### config.mk
export PLATFORM = sky130hd
export DESIGN_NAME = lt24_redraw_scheduler
export DESIGN_NICKNAME = d
export VERILOG_FILES = /design/src/rtl/lt24_redraw_scheduler.sv
export SDC_FILE = /design/constraint.sdc
export NUM_CORES = 1
export LEC_CHECK = 0
export ABC_AREA = 1
export CAP_MARGIN = 20
export CORE_ASPECT_RATIO = 0.8
export CORE_UTILIZATION = 50
export DETAILED_ROUTE_END_ITERATION = 10
export PLACE_DENSITY_LB_ADDON = 0.05
export SYNTH_ARGS = -nofsm -noshare
export SYNTH_HDL_FRONTEND = slang
export SYNTH_SLANG_ARGS = --single-unit
### constraint.sdc
create_clock -name clock -period 5.4 [get_ports clock]
set_input_delay 0.54 -clock clock [delete_from_list [all_inputs] [get_ports clock]]
set_output_delay 0.54 -clock clock [all_outputs]
set_load 0.05 [all_outputs]
### src/rtl/lt24_redraw_scheduler.sv
// Request-driven region redraw scheduler for the LT24 pixel interface.
// Optional macro REDRAW_REGION_COUNT_EN adds a saturating regionCount output.
module lt24_redraw_scheduler #(
  parameter int LCD_WIDTH     = 240,
  parameter int LCD_HEIGHT    = 320,
  parameter int BANNER_HEIGHT = 40,
  parameter int SQUARE_SIZE   = 30,
  parameter int ROM_LATENCY   = 1
) (
  input  logic        clock,
  input  logic        reset,
  input  logic        reqFrame,
  input  logic        reqTopBanner,
  input  logic        reqBotBanner,
  input  logic        reqSquare,
  input  logic [5:0]  squareIdx,
  output logic [7:0]  lookupX,
  output logic [8:0]  lookupY,
  input  logic [15:0] romData,
  output logic [7:0]  xAddr,
  output logic [8:0]  yAddr,
  output logic [15:0] pixelData,
  output logic        pixelWrite,
  input  logic        pixelReady,
  output logic        busy,
  output logic        regionDone,
  output logic [2:0]  doneId
`ifdef REDRAW_REGION_COUNT_EN
  ,
  output logic [15:0] regionCount
`endif
);

  localparam logic [7:0] X_MAX     = 8'(LCD_WIDTH - 1);
  localparam logic [8:0] Y_MAX     = 9'(LCD_HEIGHT - 1);
  localparam logic [8:0] TOP_Y1    = 9'(BANNER_HEIGHT - 1);
  localparam logic [8:0] BOT_Y0    = 9'(LCD_HEIGHT - BANNER_HEIGHT);
  localparam logic [8:0] BOARD_Y0  = 9'(BANNER_HEIGHT);
  localparam logic [7:0] SQ_SIZE_X = 8'(SQUARE_SIZE);
  localparam logic [8:0] SQ_SIZE_Y = 9'(SQUARE_SIZE);
  localparam logic [7:0] SQ_EXT_X  = 8'(SQUARE_SIZE - 1);
  localparam logic [8:0] SQ_EXT_Y  = 9'(SQUARE_SIZE - 1);
  localparam logic [1:0] WAIT_LAST = 2'(ROM_LATENCY - 1);

  typedef enum logic [2:0] {
    IDLE, FETCH, WAIT, WRITE, DONE
  } state_e;

  typedef enum logic [2:0] {
    REG_FRAME  = 3'd0,
    REG_TOP    = 3'd1,
    REG_BOT    = 3'd2,
    REG_SQUARE = 3'd3
  } region_e;

  state_e      state_q, state_d;
  region_e     regionId_q, regionId_d;
  logic        framePend_q, framePend_d;
  logic        topPend_q, topPend_d;
  logic        botPend_q, botPend_d;
  logic [63:0] sqPend_q, sqPend_d;
  logic [7:0]  curX_q, curX_d, x0_q, x0_d, x1_q, x1_d;
  logic [8:0]  curY_q, curY_d, y1_q, y1_d;
  logic [1:0]  waitCnt_q, waitCnt_d;
  logic [7:0]  xAddr_q, xAddr_d;
  logic [8:0]  yAddr_q, yAddr_d;
  logic [15:0] pixelData_q, pixelData_d;
  logic        pixelWrite_q, pixelWrite_d;
  logic        regionDone_q, regionDone_d;
  logic [2:0]  doneId_q, doneId_d;

  logic [5:0]  lowSq;
  logic [7:0]  sqX0;
  logic [8:0]  sqY0;

  // Lowest-index pending square and its corner, via constant multiplies.
  always_comb begin
    lowSq = '0;
    for (int i = 63; i >= 0; i--) begin
      if (sqPend_q[i]) lowSq = 6'(i);
    end
    sqX0 = 8'(lowSq[2:0]) * SQ_SIZE_X;
    sqY0 = BOARD_Y0 + 9'(lowSq[5:3]) * SQ_SIZE_Y;
  end

  always_comb begin
    state_d      = state_q;
    regionId_d   = regionId_q;
    framePend_d  = framePend_q;
    topPend_d    = topPend_q;
    botPend_d    = botPend_q;
    sqPend_d     = sqPend_q;
    curX_d       = curX_q;
    curY_d       = curY_q;
    x0_d         = x0_q;
    x1_d         = x1_q;
    y1_d         = y1_q;
    waitCnt_d    = waitCnt_q;
    xAddr_d      = xAddr_q;
    yAddr_d      = yAddr_q;
    pixelData_d  = pixelData_q;
    pixelWrite_d = pixelWrite_q;
    regionDone_d = 1'b0;
    doneId_d     = doneId_q;

    unique case (state_q)
      IDLE: begin
        if (framePend_q) begin
          framePend_d = 1'b0;
          topPend_d   = 1'b0;
          botPend_d   = 1'b0;
          sqPend_d    = '0;
          regionId_d  = REG_FRAME;
          x0_d = '0;  x1_d = X_MAX;  curX_d = '0;
          curY_d = '0;  y1_d = Y_MAX;
          state_d = FETCH;
        end else if (topPend_q) begin
          topPend_d  = 1'b0;
          regionId_d = REG_TOP;
          x0_d = '0;  x1_d = X_MAX;  curX_d = '0;
          curY_d = '0;  y1_d = TOP_Y1;
          state_d = FETCH;
        end else if (botPend_q) begin
          botPend_d  = 1'b0;
          regionId_d = REG_BOT;
          x0_d = '0;  x1_d = X_MAX;  curX_d = '0;
          curY_d = BOT_Y0;  y1_d = Y_MAX;
          state_d = FETCH;
        end else if (|sqPend_q) begin
          sqPend_d[lowSq] = 1'b0;
          regionId_d = REG_SQUARE;
          x0_d = sqX0;  x1_d = sqX0 + SQ_EXT_X;  curX_d = sqX0;
          curY_d = sqY0;  y1_d = sqY0 + SQ_EXT_Y;
          state_d = FETCH;
        end
      end
      FETCH: begin
        waitCnt_d = WAIT_LAST;
        state_d   = WAIT;
      end
      WAIT: begin
        if (waitCnt_q == 2'd0) begin
          pixelData_d  = romData;
          xAddr_d      = curX_q;
          yAddr_d      = curY_q;
          pixelWrite_d = 1'b1;
          state_d      = WRITE;
        end else begin
          waitCnt_d = waitCnt_q - 2'd1;
        end
      end
      WRITE: begin
        if (pixelReady) begin
          pixelWrite_d = 1'b0;
          if (curX_q == x1_q && curY_q == y1_q) begin
            regionDone_d = 1'b1;
            doneId_d     = regionId_q;
            state_d      = DONE;
          end else begin
            state_d = FETCH;
            if (curX_q == x1_q) begin
              curX_d = x0_q;
              curY_d = curY_q + 9'd1;
            end else begin
              curX_d = curX_q + 8'd1;
            end
          end
        end
      end
      DONE: state_d = IDLE;
      default: state_d = IDLE;
    endcase

    // New requests land after grant clears, so a request for the region being
    // started or drawn always schedules one more pass.
    if (reqFrame)     framePend_d = 1'b1;
    if (reqTopBanner) topPend_d   = 1'b1;
    if (reqBotBanner) botPend_d   = 1'b1;
    if (reqSquare)    sqPend_d[squareIdx] = 1'b1;
  end

  always_ff @(posedge clock) begin
    if (reset) begin
      state_q      <= IDLE;
      regionId_q   <= REG_FRAME;
      framePend_q  <= 1'b1;
      topPend_q    <= 1'b0;
      botPend_q    <= 1'b0;
      sqPend_q     <= '0;
      curX_q       <= '0;
      curY_q       <= '0;
      x0_q         <= '0;
      x1_q         <= '0;
      y1_q         <= '0;
      waitCnt_q    <= '0;
      xAddr_q      <= '0;
      yAddr_q      <= '0;
      pixelData_q  <= '0;
      pixelWrite_q <= 1'b0;
      regionDone_q <= 1'b0;
      doneId_q     <= '0;
    end else begin
      state_q      <= state_d;
      regionId_q   <= regionId_d;
      framePend_q  <= framePend_d;
      topPend_q    <= topPend_d;
      botPend_q    <= botPend_d;
      sqPend_q     <= sqPend_d;
      curX_q       <= curX_d;
      curY_q       <= curY_d;
      x0_q         <= x0_d;
      x1_q         <= x1_d;
      y1_q         <= y1_d;
      waitCnt_q    <= waitCnt_d;
      xAddr_q      <= xAddr_d;
      yAddr_q      <= yAddr_d;
      pixelData_q  <= pixelData_d;
      pixelWrite_q <= pixelWrite_d;
      regionDone_q <= regionDone_d;
      doneId_q     <= doneId_d;
    end
  end

  assign lookupX    = curX_q;
  assign lookupY    = curY_q;
  assign xAddr      = xAddr_q;
  assign yAddr      = yAddr_q;
  assign pixelData  = pixelData_q;
  assign pixelWrite = pixelWrite_q;
  assign busy       = (state_q != IDLE);
  assign regionDone = regionDone_q;
  assign doneId     = doneId_q;

`ifdef REDRAW_REGION_COUNT_EN
  logic [15:0] regionCount_q;

  always_ff @(posedge clock) begin
    if (reset) begin
      regionCount_q <= '0;
    end else if (regionDone_q && regionCount_q != 16'hFFFF) begin
      regionCount_q <= regionCount_q + 16'd1;
    end
  end

  assign regionCount = regionCount_q;
`endif

endmodule

======== Word level (Yosys, flattened, before mapping) ========
Index checks and enable logic that the tools add are counted.
operators by class
  add/subtract/negate cells ............... 6
  multiply operators ...................... 2
  $lt $le $gt $ge ......................... 4
  equality and inequality tests ........... 12
  reduce and logical (&&, ||, !) cells .... 24
  bitwise logic cells ..................... 5
  mux-type cells .......................... 122
operator list
  operator                                             number
  2-to-1 mux 6 bit                                     64
  2-to-1 mux 64 bit                                    6
  2-to-1 mux 9 bit                                     11
  2-to-1 mux 8 bit                                     11
  AND 64 bit                                           1
  NOT 64 bit                                           1
  bitwise OR 64 bit                                    1
  OR reduction 64 bit                                  1
  2-to-1 mux 3 bit                                     11
  one-hot mux 9 bit (2 select lines)                   1
  one-hot mux 8 bit (2 select lines)                   1
  < comparator 6 x 7 -> 1 bit, second input constant   2
  multiplier 3 x 4 -> 7 bit, second input constant     2
  demux 1 bit (select 6 bit)                           2
  >= comparator 6 x 1 -> 1 bit, second input constant  2
  one-hot mux 3 bit (4 select lines)                   1
  2-to-1 mux 1 bit                                     11
  inequality test 2 bit, second input constant         5
  nonzero test 2 bit                                   5
  adder 6 x 8 -> 9 bit, first input constant           1
  adder 9 x 1 -> 9 bit, second input constant          1
  adder 9 x 5 -> 9 bit, second input constant          1
  == test 9 bit                                        1
  AND reduction 3 bit                                  3
  22 further kinds                                     29
word-level totals
  flip-flop bits (word level) ............. 155
  output and inout bits ................... 56
  word-level logic and storage cells ...... 193
  input bits .............................. 29

======== Depth between registers and ports, before layout ========
  depth after elaboration ................. 77
  depth in mapped cells ................... 74
  mapped depth without buffers ............ 74

======== Worst setup path after synthesis ========
No wires, ideal clock.
  path type ............................... reg-to-reg
  start point ............................. reg sqPend_q[62]
  end point ............................... reg x1_q[6]
  buffers on the path ..................... 0
  slack ................................... 336 ps
  cell stages (with the launch flop) ...... 73
  arrival time ............................ 4936 ps
  setup time .............................. 128 ps
  required time ........................... 5272 ps
  path through ............................ dfxtp_1 > inv_1 > nand2_1 > nand2_1 > nand2_1 > nand2_1 > nand2_1 > nand2_1 > nand2_1 > nand2_1 > nand2_1 > nand2_1 > nand2_1 > nand2_1 > nand2_1 > nand2_1 > nand2_1 > nand2_1 > [... 37 more ...] > nand2_1 > nand2_1 > nand2_1 > nand2_1 > nand2_1 > nand2_1 > nand2_1 > nand2_2 > nand2_4 > nand2_4 > inv_1 > fa_1 > ha_1 > fa_1 > xnor2_1 > nand2_1 > xnor2_1 > a21oi_1
on the way
  word-level cells in the longest chain between the ends .. 69
  elaborated cells between the ends (all ways) .. 72
ends and longest elaborated chain
  element                         line  text
  start: declaration              61    logic [63:0] sqPend_q, sqPend_d;
  start signal: assignment        208   sqPend_q <= sqPend_d;
  2-to-1 mux 6 bit (63 in a row)  80    if (sqPend_q[i]) lowSq = 6'(i);
  multiplier 3 x 4 -> 7 bit       82    sqX0 = 8'(lowSq[2:0]) * SQ_SIZE_X;
  adder 8 x 5 -> 8 bit            132   x0_d = sqX0; x1_d = sqX0 + SQ_EXT_X; curX_d = sqX0;
  2-to-1 mux 8 bit                129   end else if (|sqPend_q) begin
  2-to-1 mux 8 bit                123   end else if (botPend_q) begin
  2-to-1 mux 8 bit                117   end else if (topPend_q) begin
  2-to-1 mux 8 bit                108   if (framePend_q) begin
  end signal: assignment          193   x1_q <= '0;
  end signal: assignment          212   x1_q <= x1_d;
  end: declaration                62    logic [7:0] curX_q, curX_d, x0_q, x0_d, x1_q, x1_d;
Parallel ways exist; a longest one is shown, timed or not. The select of a mux whose other input is x is not followed.
A chain may end at the register's enable or synchronous reset.

======== Final worst setup path ========
Ends and elaborated chain as after synthesis.

==> metrics.txt <==
status=finished, final reports clean; final core occ=62.0%; # IOs=85; peak supply drop=338 µV; syn_nets=1,415; synthesis-stage register bit count=151; Bufs and invs on worst path=4; via count=9,024; antenna viol nets, final=0; Die Footprint=approximately 18,000 µm²; Finish-stage setup viols=0; final hold vios=0; WHS=0.444 ns; Final HPWL DP=16.7 mm; drt wl/cell=~15 µm; Core ar.=16,800 µm²; Hold Crit Start=doneId[0]$_SDFFE_PP0P_; Worst setup EP type=flop; top cell family by delay on the critical path=simple AND/OR/NAND/NOR gates; clk slew on worst S/H paths=0.07 ns; fillers=1,606; WL final=25.5 mm; Least-Margin Pin Slew=1.12 ns; crit-path most repeated cell=nand2_1; fin crit share=99.4%; Yosys cell types=37; fmax=roughly 0.19 GHz; worst-skew pair later-pin latency=~0.44 ns; PwrDens=~530 nW/µm²; slowest stage delay, CP=0.51 ns; first-pass GRT wire length=just over 40 mm; DR pass1 iterations=7; clk root buf=clkbuf_16; number of nets in the layout=1,478; Critical path origin=sqPend_q[62]$_SDFF_PP0_; Die Wd=149 µm; Worst Setup Start Kind=flop; synth warn=0; launch point of the worst reg-to-reg path=sqPend_q[62]$_SDFF_PP0_; number of hold buffers added after cts=0; initial antenna violation count=0; ratio of cells with drive above 1 in the final layout=6.29%; TritonCTS clock tree=built; most common cell after layout, fill and taps aside=nand2_1; GR Overflow Total=0; Req. time, crit path=5.71 ns; H-tree depth=4; Rows=42; Bufs on Longest Clock Path=2; Die Span Y=120 µm; gr usage total=between 20 and 30%; Via density=5.47; number of buffers created by CTS=17; Synth Cell Area=8660 µm²; drc violations=0; initial core utilization=51.7%; Slew headroom=24.8%; Leakage=0.00439 µW; post-synthesis sequential area ratio=34.9%; syn_area_per_cell=6.40 µm²; multi-input logic area=4910 µm²; DR iter-0 viols=about 900; Area growth, synth to finish=20.0%; Final min period=5.37 ns; RSZ-0062 raised after global routing=yes; critical path type=reg -> reg; clk sinks=approximately 150; I/O Buffers=just over 80; most frequent cells in the layout=nand2_1 (425), dfxtp_1 (148), inv_1 (147); peak fanout along the critical path=4; cells after synthesis=1,354; Worst Hold Class=reg -> reg; slowest CP cell=fa_1; ant diodes=0; register area=slightly above 3000 µm²; GPL Wtd Cong=0.858; Max-Cap Viols=0; vias in the first global route=8,088; Layout Skew=0.0135 ns; critical path arrival=between 5 and 6 ns; max-slew violations=0; largest net degree at the start of global routing=approximately 100
==> registers in the layout (all words and copies together), names as in the netlist, 3 cells and up <==
name / count
sqPend_q: 64
yAddr: 9
pixelData: 16
x1_q: 8
lookupX: 8
xAddr: 8
x0_q: 7
lookupY: 9
state_q: 3
y1_q: 8
==> layout make-up <==
cell class / count / share of cell area (%)
Tap cell: 220 / 2.65
Sequential cell: 151 / 29.1
Clock inverter: 14 / 1.55
Clock buffer: 18 / 4.23
Multi-Input combinational cell: 990 / 47.3
Timing Repair Buffer: 107 / 9.74
Inverter: 150 / 5.44
==> worst paths after layout <==
path	slack (ns)	endpoint	cells past startpoint
max reg2reg	0.03	x1_q[6]$_SDFFE_PP0P_	73
min	0.44	doneId[0]$_SDFFE_PP0P_	2
min reg2reg	0.44	doneId[0]$_SDFFE_PP0P_	2
max	0.03	x1_q[6]$_SDFFE_PP0P_	73
==> synth_stat cells <==
cell,number,share of area [%]
xnor2_1,7,0.71
a311oi_1,2,0.20
nand4_1,42,3.0
nand3_1,47,2.7
clkinv_1,2,0.087
xor2_1,13,1.3
nor2_1,147,6.4
ha_1,26,3.8
nand2_4,2,0.26
o22ai_1,2,0.14
nor3_1,19,1.1
o31ai_1,1,0.087
a32oi_1,1,0.10
a221oi_1,10,1.0
o21bai_1,1,0.087
a22oi_1,5,0.43
o211a_1,2,0.23
nor4_1,9,0.65
buf_4,1,0.087
nand2_2,1,0.072
inv_1,148,6.4
a21oi_1,117,6.8
o21ai_0,76,4.4
buf_1,5,0.22
buf_6,3,0.39
buf_2,8,0.46
o211ai_1,3,0.26
a211oi_1,8,0.69
a31oi_1,8,0.58
clkbuf_1,46,2.0
fa_1,6,1.4
o21a_1,1,0.087
o21ai_1,1,0.058
dfxtp_1,151,35
conb_1,1,0.043
nand2_1,425,18
or2_2,7,0.51
==> worst min-delay path: cells and delay by family (launching register included) <==
family          cells  cell delay (ns)
compound gates      1             0.04
flops               1             0.31
buf+inv             1             0.05
==> kinds of logic after synthesis <==
| logic type | after synthesis | synth area share (%) |
|---|---|---|
| and+or+nand+nor | 699 | 33.1 |
| AOI/OAI and AO/OA | 238 | 15.1 |
| buffers and inverters | 213 | 9.65 |
| DFF | 151 | 34.9 |
| adders and majority gates | 32 | 5.14 |
| xor gates and xnor gates | 20 | 2.02 |
| other | 1 | 0.0433 |
==> metal layers <==
metal / global-route usage [%] / vias up / routed length, µm
met5: 0 / - / 0
met4: 8.10 / 0 / 313
met3: 4.98 / 34 / 2090
met2: 43.9 / 353 / 11000
met1: 43.2 / 4148 / 12000
li1: - / 4489 / -
==> what timing repair did <==
action,in CTS,in global routing
resized for setup,2,16
endpoints found under the hold margin,0,0
endpoints found under the setup margin,2,12
buffers inserted,0,3
gates cloned,0,0
pin swaps,0,11
==> metrics by stage <==
| stage | std cells | setup slack, ns | instance area, µm² | power (µW) | setup TNS, ns |
|---|---|---|---|---|---|
| floorplan | 1354 | 0.336 | 8660 | 3460 | 0 |
| global placement | 1614 | 0.0442 | 9690 | 4240 | 0 |
| detailed placement | 1614 | 0.0264 | 9690 | 4240 | 0 |
| CTS | 1646 | -0.00432 | 10300 | 5490 | -0.00432 |
| global route | 1650 | -0.741 | 10400 | 5890 | -7.22 |
| finish | 1650 | 0.0308 | 10400 | 5540 | 0 |
==> power breakdown <==
group	leakage (µW)	total, µW	internal (µW)	switching, µW
combinational	0.00286	2750	877	1870
sequential	0.00123	1560	1370	196
clock	0.000291	1230	705	525
(Power assumes the default switching activity.)
